**config.mk**
```make
export PLATFORM = sky130hd
export DESIGN_NAME = pixel_frame_loader
export DESIGN_NICKNAME = d
export VERILOG_FILES = /design/src/rtl/pixel_frame_loader.sv
export SDC_FILE = /design/constraint.sdc
export NUM_CORES = 2
export LEC_CHECK = 0
export CORE_AREA = 2 2 319 321
export DETAILED_ROUTE_END_ITERATION = 6
export DIE_AREA = 0 0 321 323
export PLACE_DENSITY = 0.56
export SETUP_SLACK_MARGIN = 0.02
export SLEW_MARGIN = 20
export SYNTH_ARGS = -nofsm -noshare
export SYNTH_HDL_FRONTEND = slang
export SYNTH_SLANG_ARGS = --single-unit
```
**constraint.sdc**
```tcl
create_clock -name clk -period 6.2 [get_ports clk]
set_clock_uncertainty 0.05 [all_clocks]
set_input_delay 0.62 -clock clk [delete_from_list [all_inputs] [get_ports clk]]
set_output_delay 0.62 -clock clk [all_outputs]
set_load 0.01 [all_outputs]
```
**src/rtl/pixel_frame_loader.sv**
```systemverilog
// Binarizes a raster stream of grayscale pixels into a flattened frame vector and
// holds each completed frame until acknowledged. Optional macro: LAST_CHECK_EN (pix_last framing check).
module pixel_frame_loader #(
    parameter int PIXELS = 784,
    parameter int PIX_W  = 8,
    parameter int THRESH = 128,
    parameter int CNT_W  = 16
) (
    input  logic              clk,
    input  logic              reset,
    input  logic [PIX_W-1:0]  pix_data,
    input  logic              pix_valid,
    input  logic              pix_last,
    output logic              pix_ready,
    output logic [PIXELS-1:0] frame_out,
    output logic              frame_valid,
    input  logic              frame_ack,
    output logic              frame_err,
    output logic [9:0]        pix_idx,
    output logic [CNT_W-1:0]  frames_done
);

    typedef enum logic {FILL, HOLD} state_t;

    localparam logic [9:0]       LAST_IDX  = 10'(PIXELS - 1);
    localparam logic [PIX_W-1:0] THRESH_V  = PIX_W'(THRESH);

    state_t            state_reg, state_next;
    logic [9:0]        pix_idx_reg, pix_idx_next;
    logic [CNT_W-1:0]  frames_done_reg, frames_done_next;
    logic [PIXELS-1:0] frame_reg, frame_next;

    logic xfer;
    logic is_last_idx;
    logic framing_bad;
    logic pix_bit;

    assign xfer        = pix_valid && (state_reg == FILL);
    assign is_last_idx = (pix_idx_reg == LAST_IDX);
    assign pix_bit     = (pix_data >= THRESH_V);

`ifdef LAST_CHECK_EN
    logic frame_err_reg;

    // pix_last must coincide exactly with the final raster position
    assign framing_bad = xfer && (pix_last != is_last_idx);

    always_ff @(posedge clk) begin
        if (!reset) begin
            frame_err_reg <= 1'b0;
        end else begin
            frame_err_reg <= framing_bad;
        end
    end

    assign frame_err = frame_err_reg;
`else
    logic unused_pix_last;

    assign unused_pix_last = pix_last;
    assign framing_bad     = 1'b0;
    assign frame_err       = 1'b0;
`endif

    // Per-bit write decode: only the bit addressed by pix_idx takes the new pixel
    generate
        for (genvar gi = 0; gi < PIXELS; gi++) begin : g_bit
            assign frame_next[gi] = (xfer && (pix_idx_reg == 10'(gi))) ? pix_bit : frame_reg[gi];
        end
    endgenerate

    always_comb begin
        state_next       = state_reg;
        pix_idx_next     = pix_idx_reg;
        frames_done_next = frames_done_reg;
        case (state_reg)
            FILL: begin
                if (xfer) begin
                    if (framing_bad || is_last_idx) begin
                        pix_idx_next = '0;
                    end else begin
                        pix_idx_next = pix_idx_reg + 10'd1;
                    end
                    if (is_last_idx && !framing_bad) begin
                        state_next = HOLD;
                    end
                end
            end
            HOLD: begin
                if (frame_ack) begin
                    state_next       = FILL;
                    frames_done_next = frames_done_reg + 1'b1;
                end
            end
            default: state_next = FILL;
        endcase
    end

    always_ff @(posedge clk) begin
        if (!reset) begin
            state_reg       <= FILL;
            pix_idx_reg     <= '0;
            frames_done_reg <= '0;
            frame_reg       <= '0;
        end else begin
            state_reg       <= state_next;
            pix_idx_reg     <= pix_idx_next;
            frames_done_reg <= frames_done_next;
            frame_reg       <= frame_next;
        end
    end

    assign pix_ready   = (state_reg == FILL);
    assign frame_valid = (state_reg == HOLD);
    assign frame_out   = frame_reg;
    assign pix_idx     = pix_idx_reg;
    assign frames_done = frames_done_reg;

endmodule

```
* Word-level counts from Yosys, hierarchy flattened
Cells that the tools add are included.
** Operators by class
- Order comparisons :: 1
- Bitwise logic cells :: 1
- Reductions and logical operators :: 788
- $add $sub $neg :: 2
- Multiplexer cells :: 5
- Equal/unequal tests :: 783
** Operators with widths (count)
- equality test 10 bit (second input constant) :: 272
- equality test 10 x 9 -> 1 bit (second input constant) :: 256
- equality test 10 x 8 -> 1 bit (second input constant) :: 128
- logical AND 1 bit :: 785
- equality test 10 x 7 -> 1 bit (second input constant) :: 64
- equality test 10 x 6 -> 1 bit (second input constant) :: 32
- equality test 10 x 5 -> 1 bit (second input constant) :: 16
- equality test 10 x 4 -> 1 bit (second input constant) :: 8
- equality test 10 x 3 -> 1 bit (second input constant) :: 4
- equality test 10 x 2 -> 1 bit (second input constant) :: 2
- adder 16 x 1 -> 16 bit (second input constant) :: 1
- adder 10 x 1 -> 10 bit (second input constant) :: 1
- equality test 10 x 1 -> 1 bit (second input constant) :: 1
- logical NOT 10 bit :: 1
- 2-to-1 mux 10 bit :: 1
- >= comparator 8 bit (second input constant) :: 1
- AND reduction 2 bit :: 2
- 2-to-1 mux 1 bit :: 3
- case mux 1 bit (2 select lines) :: 1
- NOT 1 bit :: 1
** Storage, ports and cells
- Register bits after elaboration :: 811
- Output and inout port bits :: 813

* Depth between registers and ports, before layout
- Depth after elaboration :: 4
- Depth in mapped cells :: 9
- Mapped depth without buffers :: 6

* Least setup slack after synthesis
OpenSTA, ideal clock, no wires.
- Path kind :: input port to flip-flop
- Start point :: input pix_valid
- End point :: register frame_reg[52], in the netlist frame_out[52]
- Setup time :: 0.132 ns
- Data required time :: 6.018 ns
- Arrival :: 1.959 ns
- Path slack :: 4.058 ns
- Stages :: 8
- Cell sequence :: buf_2 or4b_1 buf_6 buf_6 nor2_4 buf_6 nand2_1 mux2i_1
** Between the ends
- Word-level cells in the longest chain between the ends :: 2
** Ends and longest elaborated chain
- from (decl) :: line 12 : input logic pix_valid,
- logical AND 1 bit :: line 38 : assign xfer = pix_valid && (state_reg == FILL);
- logical AND 1 bit :: line 68 : assign frame_next[gi] = (xfer && (pix_idx_reg == 10'(gi))) ? pix_bit : frame_reg[gi];
- to (signal assigned) :: line 109 : frame_reg <= frame_next;
- to (decl) :: line 31 : logic [PIXELS-1:0] frame_reg, frame_next;
Every way passes these cells.
A chain may end at the register's enable or synchronous reset.

* Worst setup path after layout
- Start point :: register pix_idx_reg[6], in the netlist pix_idx[6]
- End point :: register frame_reg[339], in the netlist frame_out[339]
** Between the ends
- Word-level cells in the longest chain between the ends :: 2
** Ends and longest elaborated chain
- from (decl) :: line 29 : logic [9:0] pix_idx_reg, pix_idx_next;
- from (signal assigned) :: line 107 : pix_idx_reg <= pix_idx_next;
- equality test 10 x 9 -> 1 bit :: line 68
- logical AND 1 bit :: line 68
Every way passes these cells.

==> results.yml <==
place:
  gp_congestion: 0.785
  port_buffers: 816
  placed_cell_area_um2: 42100
  hpwl_um: 96500
  dp.cells: 5458
routing:
  wire_per_inst_um: 26.9
  ant_nets: 0
  drtIter0Drc: 2635
  vias: 29700
  top_layer_used: "met4"
  drt_wl_total_um: 152000
  drcViolationCount: 0
  met1_length_um: 63800
  dr_wl_met3_um: 12000
  viasPerCell: 5.28
  wl_met2_um: 70400
  firstDrtPassIters: 5
synth:
  syn_avg_cell_area_um2: 9.01
  synth_cell_types: 54
  synthFlopType: "dfxtp_1"
  ys_seq_elements: 811
  syn_nets: 3730
  ys_seq_area_share_pct: 48.6
  syn-cell-area_um2: 33400
  yosysWarnings: 0
  synth_edf_count: 0
  async_flop_share_pct: 0
  synthCells: 3712
floorplanning:
  chipWidth_um: 321
  die-area_um2: 104000
  rows: 117
  ioPinCount: 826
  core-area_um2: 101000
  initial_core_util_pct: 33.2
  die_h_um: 323
global_routing:
  grt_usage_pct: 28.0
  antenna_found_initial: 7
  grt_max_degree: 207
  grt_pass1_vias: 28200
  grt-ovfl-total: 0
  grt_pass1_wl_um: 213000
setup_path:
  r2r_cells: 4
  critPathLaunchType: "flip-flop"
  crit_required_ps: 6750
  critical_path_class: "reg2reg"
  cp-end-kind: "flip-flop"
  arrival_ps: 4090
  ff2ff_setup_slack_ps: 2660
  r2r_start: "pix_idx[6]"
  r2r-end: "frame_out[339]"
  critical_path_peak_fanout: 30
clock_network:
  root_buffer: "clkbuf_16"
  clkLatencyLatePin_ps: 680
  htreeDepth: 3
  postCtsSetupBuffers: 0
  cts.path.max_buffers: 3
  clk_pin_slew_worst_paths_ps: 60
  cts_sinks: 811
  cts_tree: "yes"
  post_cts_resized: 0
  hold_buffers: 0
  numCtsBuffers: 93
cells_and_area:
  fin_area_um2: 45400
  syn_to_final_growth_pct: 35.7
  largest_reg_flops: 784
  fin_cells: 5633
  drive_gt1_share_pct: 7.50
  fin_nets: 4262
sta:
  fmax_mhz: 283
  finalHoldViolations: 0
  worstMarginPinSlew_ps: 1190
  rsz0062_at_grt: "no"
  slew_viol_final: 0
  period_minus_slack_ps: 3540
  slew_headroom_pct: 20.5
  period_share_pct: 57.0
  setup_tns_ps: 0
  setup_viol: 0
min_path:
  worstHoldPathCells: 3
  min_from: "pix_data[7]"
  holdPathEnd: "frame_out[771]"
  hp-class: "in2reg"
pwr:
  ir_drop_mv: 0.238
  powerDensity_nw_per_um2: 250
  p_leak_uw: 0.0164
flow_run:
  max-cap-violations: 0
outcome:
  outcome: "finished clean"
==> cell usage in the layout (no fill, tap or decap), drive strengths merged, types with 11 or more instances in the layout <==
master	Yosys	layout
nand2	690	690
clkdlybuf4s50	0	814
a21boi	270	270
o211ai	165	165
o31ai	165	165
o21ai	268	268
nor3	43	43
nor2b	34	34
mux2i	354	354
nor2	61	61
xnor2	14	14
nand4	11	11
dfxtp	811	811
nand3	274	274
buf	81	68
clkbuf	364	136
clkinv	0	21
and2	13	13
==> synthesized netlist by cell type, types with 5 or more instances <==
library cell / instances / share of area [%]
nand3b_1: 8 / 0.18
clkbuf_1: 364 / 4.1
and3_1: 6 / 0.11
buf_6: 12 / 0.40
a21boi_0: 240 / 5.4
buf_4: 16 / 0.36
and2_1: 13 / 0.24
nand4bb_1: 8 / 0.27
xnor2_1: 14 / 0.37
o211ai_1: 165 / 3.7
nor2_4: 7 / 0.24
nor2b_1: 34 / 0.64
nor2_1: 46 / 0.52
ha_1: 5 / 0.19
nor3_1: 12 / 0.18
nor2_2: 8 / 0.15
and4b_1: 5 / 0.15
o31ai_1: 165 / 3.7
nand2_1: 690 / 7.7
and3b_1: 8 / 0.21
buf_1: 20 / 0.22
xor2_1: 5 / 0.13
o21ai_0: 267 / 4.0
mux2i_1: 354 / 11
nand2b_1: 5 / 0.094
a21boi_1: 30 / 0.67
dfxtp_1: 811 / 49
nand4_1: 11 / 0.21
buf_2: 33 / 0.49
nand3_1: 274 / 4.1
nor3_2: 31 / 0.93
==> worst max-delay path, cell delays in order (launching register included) <==
cell and delay, ps:
dfxtp_1 1050, nand4bb_1 890, nor2_1 1110, nand3_1 150, a21boi_0 200
==> where the power goes <==
part | internal [µW] | switching [µW] | total [µW]
Combinational | 62.5 | 243 | 306
Sequential | 5210 | 2.79 | 5220
Clock | 3480 | 2340 | 5820
Total | 8750 | 2590 | 11300
==> worst max path at each step <==
stage | endpoint | slack [ps] | start | depth (start not counted)
floorplan | frame_out[52] | 4060 | pix_valid | 8
global placement | frame_out[225] | 2450 | pix_valid | 5
detailed placement | frame_out[243] | 2360 | pix_valid | 5
CTS | frame_out[339] | 2630 | pix_idx[6] | 4
global route | frame_out[350] | 2340 | pix_idx[6] | 4
finish | frame_out[339] | 2660 | pix_idx[6] | 4
==> per-layer routing <==
layer	GRT usage [%]	vias up
met1	35.2	14500
li1	-	14000
met3	8.35	205
met2	45.6	1043
met4	9.67	0
met5	0	-
==> area by class of cell <==
class | count | area [µm²]
clock inverters | 35 | 462
multi-input cells | 2452 | 15500
clock buffers | 136 | 2740
well taps | 1309 | 1640
repair buffers | 882 | 8750
fillers | 9638 | 55400
diodes | 4 | 10.0
flip-flops and latches | 811 | 16200
inverters | 4 | 15.0
==> cells by family (layout without fill, tap and decap cells) <==
family / count (synthesis) / in the layout / share of synthesized area (%)
XOR/XNOR: 19 / 19 / 0.498
AND/OR/NAND/NOR: 1200 / 1200 / 16.9
adder cells (fa/ha/maj): 5 / 5 / 0.187
AO/OA/AOI/OAI: 873 / 873 / 17.6
other: 1 / 5 / 0.0112
multiplexers: 354 / 354 / 10.6
buffers and inverters: 449 / 1057 / 5.61
flip-flops: 811 / 811 / 48.6
==> metrics by stage <==
stage               util [%]  setup slack [ps]  hold WS, ps  power [µW]
finish                  45.0              2660          288       11300
global route            45.0              2340          257       11700
CTS                     45.0              2630          239       11400
detailed placement      41.8              2360          401        5640
global placement        41.8              2450          394        5640
floorplan                  -              4060          429        5530
No activity file was read; power rests on OpenSTA's default activity.
